===== src/rtl/fpu_pkg.sv =====
// Shared definitions for the FP divide dispatch slice: FSM states, fflag bit
// positions and the default ROB tag width.
package fpu_pkg;

    localparam int DEFAULT_TAG_W = 6;

    localparam int FF_NV = 4;
    localparam int FF_DZ = 3;
    localparam int FF_OF = 2;
    localparam int FF_UF = 1;
    localparam int FF_NX = 0;

    typedef enum logic [1:0] {
        ST_IDLE,
        ST_LAUNCH,
        ST_WAIT,
        ST_HOLD
    } div_state_e;

    // The divider never reports invalid; inexact is implied by any range error.
    function automatic logic [4:0] pack_fflags(input logic dz, input logic of, input logic uf);
        logic [4:0] f;
        f        = '0;
        f[FF_NV] = 1'b0;
        f[FF_DZ] = dz;
        f[FF_OF] = of;
        f[FF_UF] = uf;
        f[FF_NX] = of | uf;
        return f;
    endfunction

endpackage


===== src/rtl/fdiv_req_fifo.sv =====
// Synchronous request queue with single-cycle clear; rst_n is active-high here,
// matching the rest of the FP dispatch block.
module fdiv_req_fifo #(
    parameter int WIDTH = 70,
    parameter int DEPTH = 2
) (
    input  logic             clk,
    input  logic             rst_n,
    input  logic             clr_i,
    input  logic             push_i,
    input  logic [WIDTH-1:0] push_data_i,
    input  logic             pop_i,
    output logic [WIDTH-1:0] pop_data_o,
    output logic             full_o,
    output logic             empty_o
);

    localparam int AW = $clog2(DEPTH);
    localparam logic [AW:0] PTR_ONE = (AW + 1)'(1);

    logic [WIDTH-1:0] mem_q [DEPTH];
    logic [AW:0]      wr_ptr_q;
    logic [AW:0]      rd_ptr_q;

    // Extra pointer bit distinguishes full from empty when the indices match.
    assign empty_o    = (wr_ptr_q == rd_ptr_q);
    assign full_o     = (wr_ptr_q[AW] != rd_ptr_q[AW]) &&
                        (wr_ptr_q[AW-1:0] == rd_ptr_q[AW-1:0]);
    assign pop_data_o = mem_q[rd_ptr_q[AW-1:0]];

    always_ff @(posedge clk) begin
        if (rst_n || clr_i) begin
            wr_ptr_q <= '0;
            rd_ptr_q <= '0;
        end else begin
            if (push_i && !full_o) wr_ptr_q <= wr_ptr_q + PTR_ONE;
            if (pop_i && !empty_o) rd_ptr_q <= rd_ptr_q + PTR_ONE;
        end
    end

    // NOTE: storage is deliberately not reset; the pointers alone define which
    // entries are valid, so clearing the array would only cost reset fan-out.
    always_ff @(posedge clk) begin
        if (push_i && !full_o) mem_q[wr_ptr_q[AW-1:0]] <= push_data_i;
    end

endmodule


===== src/rtl/fdiv_dispatch_ctrl.sv =====
// Dispatches queued FP divide requests to a single iterative divider, one at a
// time, and returns quotients to the CDB in acceptance order.
module fdiv_dispatch_ctrl
    import fpu_pkg::*;
#(
    parameter int TAG_W  = DEFAULT_TAG_W,
    parameter int QDEPTH = 2
) (
    input  logic             clk,
    input  logic             rst_n,
    input  logic             flush,
    input  logic             req_valid,
    output logic             req_ready,
    input  logic [31:0]      req_a,
    input  logic [31:0]      req_b,
    input  logic [TAG_W-1:0] req_tag,
    output logic             div_start,
    output logic [31:0]      div_a,
    output logic [31:0]      div_b,
    input  logic             div_done,
    input  logic [31:0]      div_result,
    input  logic             div_zero_division,
    input  logic             div_overflow,
    input  logic             div_underflow,
    output logic             wb_valid,
    input  logic             wb_ready,
    output logic [TAG_W-1:0] wb_tag,
    output logic [31:0]      wb_result,
    output logic [4:0]       wb_fflags,
    output logic             busy
);

    typedef struct packed {
        logic [31:0]      a;
        logic [31:0]      b;
        logic [TAG_W-1:0] tag;
    } req_t;

    req_t push_ent;
    req_t head;
    logic fifo_full;
    logic fifo_empty;
    logic push;
    logic pop;

    div_state_e       state_q;
    logic             discard_q;
    logic [31:0]      div_a_q;
    logic [31:0]      div_b_q;
    logic [TAG_W-1:0] tag_q;
    logic [TAG_W-1:0] wb_tag_q;
    logic [31:0]      wb_result_q;
    logic [4:0]       wb_fflags_q;

    // No bypass: a full queue refuses new work even while it is being popped.
    assign req_ready = !rst_n && !flush && !fifo_full;
    assign push      = req_valid && req_ready;
    assign push_ent  = '{a: req_a, b: req_b, tag: req_tag};
    assign pop       = !rst_n && !flush && !fifo_empty &&
                       ((state_q == ST_IDLE) || ((state_q == ST_HOLD) && wb_ready));

    fdiv_req_fifo #(
        .WIDTH ($bits(req_t)),
        .DEPTH (QDEPTH)
    ) u_req_fifo (
        .clk         (clk),
        .rst_n       (rst_n),
        .clr_i       (flush),
        .push_i      (push),
        .push_data_i (push_ent),
        .pop_i       (pop),
        .pop_data_o  (head),
        .full_o      (fifo_full),
        .empty_o     (fifo_empty)
    );

    // A flush arriving in LAUNCH cancels the start pulse of that same cycle.
    assign div_start = !rst_n && !flush && (state_q == ST_LAUNCH);
    assign wb_valid  = !rst_n && (state_q == ST_HOLD);
    assign busy      = !rst_n && ((state_q != ST_IDLE) || !fifo_empty);
    assign div_a     = div_a_q;
    assign div_b     = div_b_q;
    assign wb_tag    = wb_tag_q;
    assign wb_result = wb_result_q;
    assign wb_fflags = wb_fflags_q;

    // NOTE: every register in this block is state, so all updates use <= to
    // read the pre-edge values consistently regardless of statement order.
    always_ff @(posedge clk) begin
        if (rst_n) begin
            state_q     <= ST_IDLE;
            discard_q   <= 1'b0;
            div_a_q     <= '0;
            div_b_q     <= '0;
            tag_q       <= '0;
            wb_tag_q    <= '0;
            wb_result_q <= '0;
            wb_fflags_q <= '0;
        end else begin
            if (pop) begin
                div_a_q <= head.a;
                div_b_q <= head.b;
                tag_q   <= head.tag;
            end

            unique case (state_q)
                ST_IDLE: begin
                    if (pop) state_q <= ST_LAUNCH;
                end
                ST_LAUNCH: begin
                    state_q <= flush ? ST_IDLE : ST_WAIT;
                end
                ST_WAIT: begin
                    // A killed division must still drain so the divider is free.
                    if (div_done) begin
                        if (discard_q || flush) begin
                            discard_q <= 1'b0;
                            state_q   <= ST_IDLE;
                        end else begin
                            wb_tag_q    <= tag_q;
                            wb_result_q <= div_result;
                            wb_fflags_q <= pack_fflags(div_zero_division, div_overflow,
                                                       div_underflow);
                            state_q     <= ST_HOLD;
                        end
                    end else if (flush) begin
                        discard_q <= 1'b1;
                    end
                end
                ST_HOLD: begin
                    if (flush) begin
                        state_q <= ST_IDLE;
                    end else if (wb_ready) begin
                        state_q <= pop ? ST_LAUNCH : ST_IDLE;
                    end
                end
                default: state_q <= ST_IDLE;
            endcase
        end
    end

endmodule


===== config.mk =====
export PLATFORM = sky130hd
export DESIGN_NAME = fdiv_dispatch_ctrl
export DESIGN_NICKNAME = d
export VERILOG_FILES = /design/src/rtl/fpu_pkg.sv /design/src/rtl/fdiv_req_fifo.sv /design/src/rtl/fdiv_dispatch_ctrl.sv
export SDC_FILE = /design/constraint.sdc
export NUM_CORES = 1
export LEC_CHECK = 0
export ABC_CLOCK_PERIOD_IN_PS = 8600
export BUFFER_PORTS_ARGS = -buffer_cell sky130_fd_sc_hd__buf_2
export CORE_MARGIN = 4
export CORE_UTILIZATION = 55
export CTS_BUF_LIST = sky130_fd_sc_hd__clkbuf_4
export DETAILED_ROUTE_END_ITERATION = 7
export GPL_ROUTABILITY_DRIVEN = 0
export MAX_ROUTING_LAYER = met4
export PLACE_DENSITY = 0.91
export SLEW_MARGIN = 20
export SYNTH_ARGS = -nofsm -noshare
export SYNTH_HDL_FRONTEND = slang
export SYNTH_SLANG_ARGS = --single-unit

===== constraint.sdc =====
create_clock -name clk -period 8.6 [get_ports clk]
set_clock_uncertainty 0.1 [all_clocks]
set_input_delay 0.43 -clock clk [delete_from_list [all_inputs] [get_ports clk]]
set_output_delay 0.43 -clock clk [all_outputs]
set_load 0.02 [all_outputs]

==> results of run 1 <==
critical path: cells and delay by family (launching register included):
family | cells | cell delay (ps)
flip-flops | 1 | 750
AND/OR/NAND/NOR | 1 | 100
XOR/XNOR | 1 | 280
AO/OA/AOI/OAI | 2 | 620
buffers and inverters | 2 | 1270
through the flow:
step | instances | worst slack (ps) | power, mW | hold WS [ps] | area [sq um]
2_1_floorplan | 692 | 2130 | 1.43 | 332 | 9120
3_3_place_gp | 1087 | 5390 | 1.47 | 339 | 10400
3_5_place_dp | 1087 | 5240 | 1.48 | 345 | 10400
4_1_cts | 1312 | 5340 | 2.52 | 188 | 12300
5_1_grt | 1314 | 5100 | 2.62 | 202 | 12300
6_report | 1315 | 5360 | 2.52 | 236 | 12300
layer usage:
layer  vias to the layer above  wire length (um)  GRT usage, %
met4                         0               762          11.9
met1                      3194              8520          26.3
met3                        63              1840          6.88
li1                       3256                 -             -
met2                       301             11700          42.6
met5                         -                 0             -
worst paths after layout:
check | end | depth (start not counted) | startpoint | slack, ps
worst min-delay path | div_b[27]$_SDFFE_PP0N_ | 2 | rst_n | 240
worst min register to register | wb_tag[4]$_SDFFE_PP0P_ | 2 | tag_q[4]$_SDFFE_PP0N_ | 350
worst max register to register | div_b[19]$_SDFFE_PP0N_ | 6 | u_req_fifo.rd_ptr_q[0]$_SDFFE_PP0P_ | 5360
worst max-delay path | div_b[19]$_SDFFE_PP0N_ | 6 | u_req_fifo.rd_ptr_q[0]$_SDFFE_PP0P_ | 5360
cell families (layout without fill, tap and decap cells):
| kind of cell | count (synthesis) | count (layout) | share of synthesized area (%) |
|---|---|---|---|
| AO/OA/AOI/OAI | 127 | 127 | 9.34 |
| XOR/XNOR | 4 | 4 | 0.384 |
| buffers and inverters | 52 | 456 | 2.52 |
| flip-flops | 259 | 259 | 72.2 |
| multiplexers | 72 | 72 | 7.90 |
| other | 1 | 4 | 0.0411 |
| AND/OR/NAND/NOR | 177 | 177 | 7.63 |
synthesized netlist by cell type:
master,number
edfxtp_1,140
dfxtp_1,119
nand2_1,85
nor2_1,77
a211oi_1,73
mux2i_1,72
a21oi_1,48
clkbuf_1,26
buf_2,16
buf_1,4
nor3_1,4
inv_1,3
xnor2_1,3
buf_4,2
nand3_1,2
nor2b_1,2
or2_1,2
a21bo_2,1
a221oi_4,1
a31oi_1,1
and2_1,1
and3_1,1
buf_6,1
conb_1,1
nand2b_1,1
nor3b_1,1
o2111ai_1,1
o211ai_1,1
o21ai_0,1
or2_2,1
xor2_1,1
repair_timing:
action / in CTS / in global routing
hold buffers: 110 / 0
endpoints found under the hold margin: 180 / 0
endpoints found under the setup margin: 0 / 0
power by group through the flow:
| stage | combinational, mW | sequential, mW | clock [mW] |
|---|---|---|---|
| after CTS | 0.151 | 1.34 | 1.03 |
| after floorplan | 0.0473 | 1.38 | 0 |
| after global placement | 0.106 | 1.37 | 0 |
| after detailed placement | 0.111 | 1.37 | 0 |
| final | 0.155 | 1.34 | 1.02 |
| after global routing | 0.167 | 1.34 | 1.11 |
layout make-up:
cell class / instances / area (sq um) / area share, %
diodes: 3 / 7.51 / 0.0611
repair buffers: 338 / 2260 / 18.4
multi-input cells: 381 / 2320 / 18.9
clock buffers: 89 / 668 / 5.44
well taps: 216 / 270 / 2.20
inverters: 3 / 11.3 / 0.0916
flip-flops and latches: 259 / 6590 / 53.6
clock inverters: 26 / 158 / 1.28
state kept, by name, summed over array words and instances, names as in the netlist:
signal,count
wb_result,32
wb_fflags,4
tag_q,6
div_a,32
div_b,32
wb_tag,6
u_req_fifo.wr_ptr_q,2
discard_q,1
state_q,2
u_req_fifo.mem_q,140
u_req_fifo.rd_ptr_q,2
==> flow_summary.json, run 1 <==
{
  "layout_commonest_cell": "buf_2",
  "grt_pass1_vias": 7040,
  "area_delta_synth_final_pct": 34.7,
  "start_util_pct": 56.8,
  "syn_nets": 803,
  "dr.pass1.iters": 5,
  "critPathArrivalTime_ps": 3720,
  "relSlewSlack_pct": 35.8,
  "fin_nets": 1155,
  "root_buffer": "clkbuf_4",
  "grt-ovfl-total": 0,
  "num_rows": 46,
  "io_buffers": 220,
  "die_w_um": 137,
  "status": "completed",
  "remaining_drc_errors": 0,
  "swShare_pct": 22.8,
  "die_h_um": 137,
  "drt-wirelength-per-cell_um": 17.4,
  "cts_max_path_buffers": 3,
  "htree_levels": 2,
  "utilization_pct": 76.5,
  "syn_inst": 692,
  "comb_power_share_pct": 6.1,
  "cts_inserted_buffers": 61,
  "fillCellCount": 941,
  "drv_cap": 0,
  "clkLatencyLatePin_ps": 680,
  "dp_hpwl_um": 12000,
  "drt_iter0_markers": 387,
  "p_seq_share_pct": 53.3,
  "path_common_cell": "buf_4",
  "p_leak_nw": 4.65,
  "ys_ff_latch": 259,
  "synthTopCellsByArea": "edfxtp_1 46%, dfxtp_1 26%, mux2i_1 7.9%, a211oi_1 6.0%, nand2_1 3.5%",
  "postCtsSetupRepairBufs": 0,
  "tns_ps": 0,
  "critPathRequiredTime_ps": 9080,
  "path_max_fanout": 74,
  "yosysTopAreaCellShare_pct": 46.1,
  "clk_pin_slew_ps": 80,
  "p_int_mw": 1.94,
  "power.switching_uw": 574,
  "syn_area_sq_um": 9120,
  "grt_usage_pct": 24.7,
  "layout_common_cells": "219 x buf_2, 140 x edfxtp_1, 118 x dfxtp_1",
  "drive_above_1_share_pct": 30.0,
  "endpoint_kind": "flip-flop",
  "cp_slowest_cell": "dfxtp_4",
  "grt_pass1_wl_um": 35000,
  "grt_max_degree": 75,
  "slowest_delay_ps": 750,
  "synth_top_area_cell": "edfxtp_1",
  "drv_slew": 0,
  "ys_warn_count": 0,
  "synth_area_per_cell_sq_um": 13.2,
  "fin_crit_ps": 3240,
  "via_per_inst": 5.18,
  "max_freq_ghz": 0.309,
  "worst_pin_slew_ps": 962,
  "p_per_area_nw_per_um2": 205,
  "postCtsResizedCells": 0,
  "drtAntennaViolNets": 0,
  "routed_wirelength_um": 22800,
  "critPathKind": "flip-flop to flip-flop",
  "hold_viol": 0,
  "cts_tree": "yes",
  "post_synth_num_cell_types": 31,
  "ir_worst_vdd_mv": 0.134,
  "core_sq_um": 16100,
  "fp.dieArea_sq_um": 18700,
  "num_vias": 6814,
  "cp-start-kind": "flip-flop",
  "timing.final.crit_share_pct": 37.6,
  "min_path_type": "input pin to flip-flop",
  "clockPowerShare_pct": 40.6,
  "clock_sinks": 259,
  "io_pins": 222,
  "yosysSeqAreaShare_pct": 72.2,
  "setup_viol": 0,
  "rsz0062_at_grt": "no",
  "antenna_found_initial": 2,
  "crit_path_cell_trace": "xnor2_1 > a221oi_4 > buf_4 > buf_4 > nor2_1 > a211oi_1"
}
(Power assumes the default switching activity.)
==> inputs of run 2 (changes only) <==
- ABC_CLOCK_PERIOD_IN_PS: 8600 -> 3300
- clock period: 8.6 -> 3.3 ns (I/O delays scaled with it)
==> run 2 against run 1 <==
Net effect:
- the run now fails in 5_2_route
- global-route usage up 0.76 points
- synthesized cell count unchanged
- synthesized area unchanged
==> flow_summary.json, run 2 <==
{
  "status": "did not finish",
  "haltStage": "5_2_route",
  "stop_error": "[ERROR DRT-0255] Maze Route cannot find path of net clk in worker of routeBox ( 96600 0 ) ( 136795 48300 ).",
  "grt-ovfl-total": 0,
  "ys_warn_count": 0,
  "grt_usage_pct": 25.5,
  "synth-async-reset-ratio_pct": 0,
  "htree_levels": 2,
  "syn_inst": 692,
  "yosysTopAreaCellShare_pct": 46.1,
  "grt_pass1_wl_um": 36000,
  "die_w_um": 137,
  "grt_pass1_vias": 7104,
  "yosysSeqAreaShare_pct": 72.2,
  "root_buffer": "clkbuf_4",
  "synth_top_area_cell": "edfxtp_1",
  "io_buffers": 220,
  "synth_top_cells_by_count": "140 x edfxtp_1, 119 x dfxtp_1, 85 x nand2_1",
  "num_rows": 46,
  "start_util_pct": 56.8,
  "cts_max_path_buffers": 3,
  "cts_inserted_buffers": 60,
  "synthTopCellsByArea": "edfxtp_1 46%, dfxtp_1 26%, mux2i_1 7.9%, a211oi_1 6.0%, nand2_1 3.5%",
  "ys_ff_latch": 259,
  "clock_sinks": 259,
  "io_pins": 222,
  "synth_area_per_cell_sq_um": 13.2,
  "postCtsSetupRepairBufs": 0,
  "die_h_um": 137,
  "post_synth_num_cell_types": 31,
  "synth-main-ff-cell": "edfxtp_1",
  "yosysMostFrequentCell": "edfxtp_1",
  "dp_hpwl_um": 12200,
  "grt_max_degree": 97,
  "antenna_found_initial": 3,
  "syn_area_sq_um": 9120,
  "postCtsResizedCells": 0,
  "syn_nets": 803,
  "synth-edff-count": 140
}
## run 2: per-layer routing
| layer | global-route usage, % |
|---|---|
| met5 | - |
| met1 | 27.5 |
| met4 | 12.4 |
| met3 | 5.92 |
| met2 | 44.3 |
## run 2: metrics by stage
step,utilization (%),std cells,area [sq um],setup slack [ps]
2_1_floorplan,-,692,9150,180
3_3_place_gp,64.8,1087,10400,1240
3_5_place_dp,64.8,1087,10400,1130
4_1_cts,76.5,1312,12300,815
5_1_grt,76.6,1315,12300,698
## run 2: timing repair
| item | 4_1_cts | 5_1_grt |
|---|---|---|
| hold buffers | 111 | 0 |
| endpoints found under the setup margin | 0 | 0 |
| endpoints found under the hold margin | 213 | 0 |
## run 2: cells by family after synthesis
| group | synth area share (%) |
|---|---|
| simple gates | 7.63 |
| buf+inv | 2.52 |
| other cells | 0.0411 |
| xor+xnor | 0.384 |
| mux | 7.90 |
| flops | 72.2 |
| compound gates | 9.34 |
==> inputs of run 3 (changes only) <==
- CORE_UTILIZATION: 55 -> 40
- CTS_BUF_LIST: sky130_fd_sc_hd__clkbuf_4 -> not set
- MAX_ROUTING_LAYER: met4 -> not set
- PLACE_DENSITY: 0.91 -> not set
- PLACE_DENSITY_LB_ADDON: not set -> 0.15
==> run 3 against run 2 <==
Net effect:
- global-route usage fell by 9.8 points
- the flow now finishes without violations
==> flow_summary.json, run 3 (synthesis results as in run 1) <==
{
  "timing.final.crit_share_pct": 74.9,
  "layout_commonest_cell": "buf_2",
  "via_per_inst": 4.74,
  "htree_levels": 1,
  "max_freq_ghz": 0.405,
  "clk_pin_slew_ps": 60,
  "endpoint_kind": "flip-flop",
  "worst_pin_slew_ps": 941,
  "dr.pass1.iters": 4,
  "hold_viol": 0,
  "place_area_sq_um": 10500,
  "layout_common_cells": "219 x buf_2, 140 x edfxtp_1, 118 x dfxtp_1",
  "p_leak_nw": 4.63,
  "drv_cap": 0,
  "grt_max_degree": 133,
  "io_pins": 222,
  "tns_ps": 0,
  "path_max_fanout": 132,
  "dp_cells": 1153,
  "status": "completed",
  "area_delta_synth_final_pct": 37.0,
  "cts_tree": "yes",
  "start_util_pct": 41.2,
  "fp.dieArea_sq_um": 25300,
  "r2r-end": "div_a[6]$_SDFFE_PP0N_",
  "clkLatencyLatePin_ps": 520,
  "die_h_um": 159,
  "drv_slew": 0,
  "startpoint": "u_req_fifo.rd_ptr_q[0]$_SDFFE_PP0P_",
  "critPathArrivalTime_ps": 2800,
  "grt_usage_pct": 15.7,
  "critPathKind": "flip-flop to flip-flop",
  "cp_slowest_cell": "dfxtp_4",
  "ir_worst_vdd_mv": 0.477,
  "grt_pass1_vias": 6296,
  "cts_inserted_buffers": 28,
  "drive_above_1_share_pct": 26.9,
  "r2r_start": "u_req_fifo.rd_ptr_q[0]$_SDFFE_PP0P_",
  "routed_wirelength_um": 20200,
  "critPathRequiredTime_ps": 3630,
  "remaining_drc_errors": 0,
  "p_per_area_nw_per_um2": 548,
  "drt-wirelength-per-cell_um": 15.3,
  "clock_sinks": 259,
  "min_path_type": "input pin to flip-flop",
  "design_area_sq_um": 12500,
  "largest_reg_flops": 140,
  "fillCellCount": 1837,
  "io_buffers": 220,
  "dp_hpwl_um": 11900,
  "num_rows": 54,
  "slowest_delay_ps": 720,
  "drt_iter0_markers": 292,
  "crit_path_cell_trace": "xnor2_1 > a221oi_4 > buf_12 > nor2_1 > a211oi_1",
  "rsz0062_at_grt": "no",
  "r2r_setup_slack_ps": 830,
  "core_sq_um": 22200,
  "grt-ovfl-total": 0,
  "seq_area_sq_um": 6590,
  "holdWs_ps": 184,
  "antenna_found_initial": 1,
  "num_vias": 6234,
  "setup_viol": 0,
  "power_mw": 6.84,
  "die_w_um": 159,
  "grt_pass1_wl_um": 33200,
  "drtAntennaViolNets": 0,
  "cp-start-kind": "flip-flop",
  "r2r_cells": 5,
  "fin_crit_ps": 2470,
  "root_buffer": "clkbuf_16",
  "relSlewSlack_pct": 37.3,
  "fin_nets": 1124,
  "multiInputGateArea_sq_um": 2330,
  "final_cells": 1316,
  "holdPathStages": 3,
  "cts_max_path_buffers": 3,
  "crit_end": "div_a[6]$_SDFFE_PP0N_"
}
[run 3: worst max-delay path: cells and delay by family, from the launching register on]
kind                   cells  cell delay (ps)
AND/OR/NAND/NOR            1               80
XOR/XNOR                   1              270
buffers and inverters      1              420
flip-flops                 1              720
AO/OA/AOI/OAI              2              640
[run 3: worst min path at each step]
stage,from,to,slack [ps]
2_1_floorplan,div_done,discard_q$_SDFFE_PP0P_,160
3_3_place_gp,req_b[14],u_req_fifo.mem_q[0][20]$_DFFE_PP_,250
3_5_place_dp,req_b[20],u_req_fifo.mem_q[0][26]$_DFFE_PP_,260
4_1_cts,rst_n,u_req_fifo.rd_ptr_q[0]$_SDFFE_PP0P_,180
5_1_grt,rst_n,u_req_fifo.rd_ptr_q[0]$_SDFFE_PP0P_,200
6_report,rst_n,u_req_fifo.rd_ptr_q[0]$_SDFFE_PP0P_,180
[run 3: what timing repair did]
action,CTS,global route
gates resized for setup,0,0
buffers inserted,0,0
endpoints found under the hold margin,181,0
hold buffers,110,0
[run 3: power by group]
part / internal [mW] / switching, mW / leakage [nW]
logic: 0.198 / 0.200 / 1.95
registers: 3.46 / 0.0276 / 2.23
clock network: 1.77 / 1.18 / 0.441
total: 5.43 / 1.41 / 4.63
[run 3: area by class of cell]
cell class              count  share of cell area, %
clock buffers              40                   6.46
well taps                 280                   2.80
repair buffers            340                   18.5
multi-input cells         381                   18.6
flip-flops and latches    259                   52.7
clock inverters            12                  0.701
inverters                   3                 0.0901
diodes                      1                 0.0200
[run 3: metrics by stage]
| step | setup WS (ps) | utilization, % |
|---|---|---|
| after global routing | 545 | 56.4 |
| after CTS | 812 | 56.4 |
| after floorplan | 180 | - |
| final | 830 | 56.4 |
| after global placement | 902 | 47.4 |
| after detailed placement | 836 | 47.4 |
[run 3: per-layer routing]
metal / GRT usage [%] / routed length, um / vias to the layer above
li1: - / - / 3151
met1: 19.7 / 8840 / 2862
met2: 27.3 / 9680 / 190
met3: 4.06 / 1240 / 31
met4: 3.98 / 422 / 0
met5: 0 / 0 / -
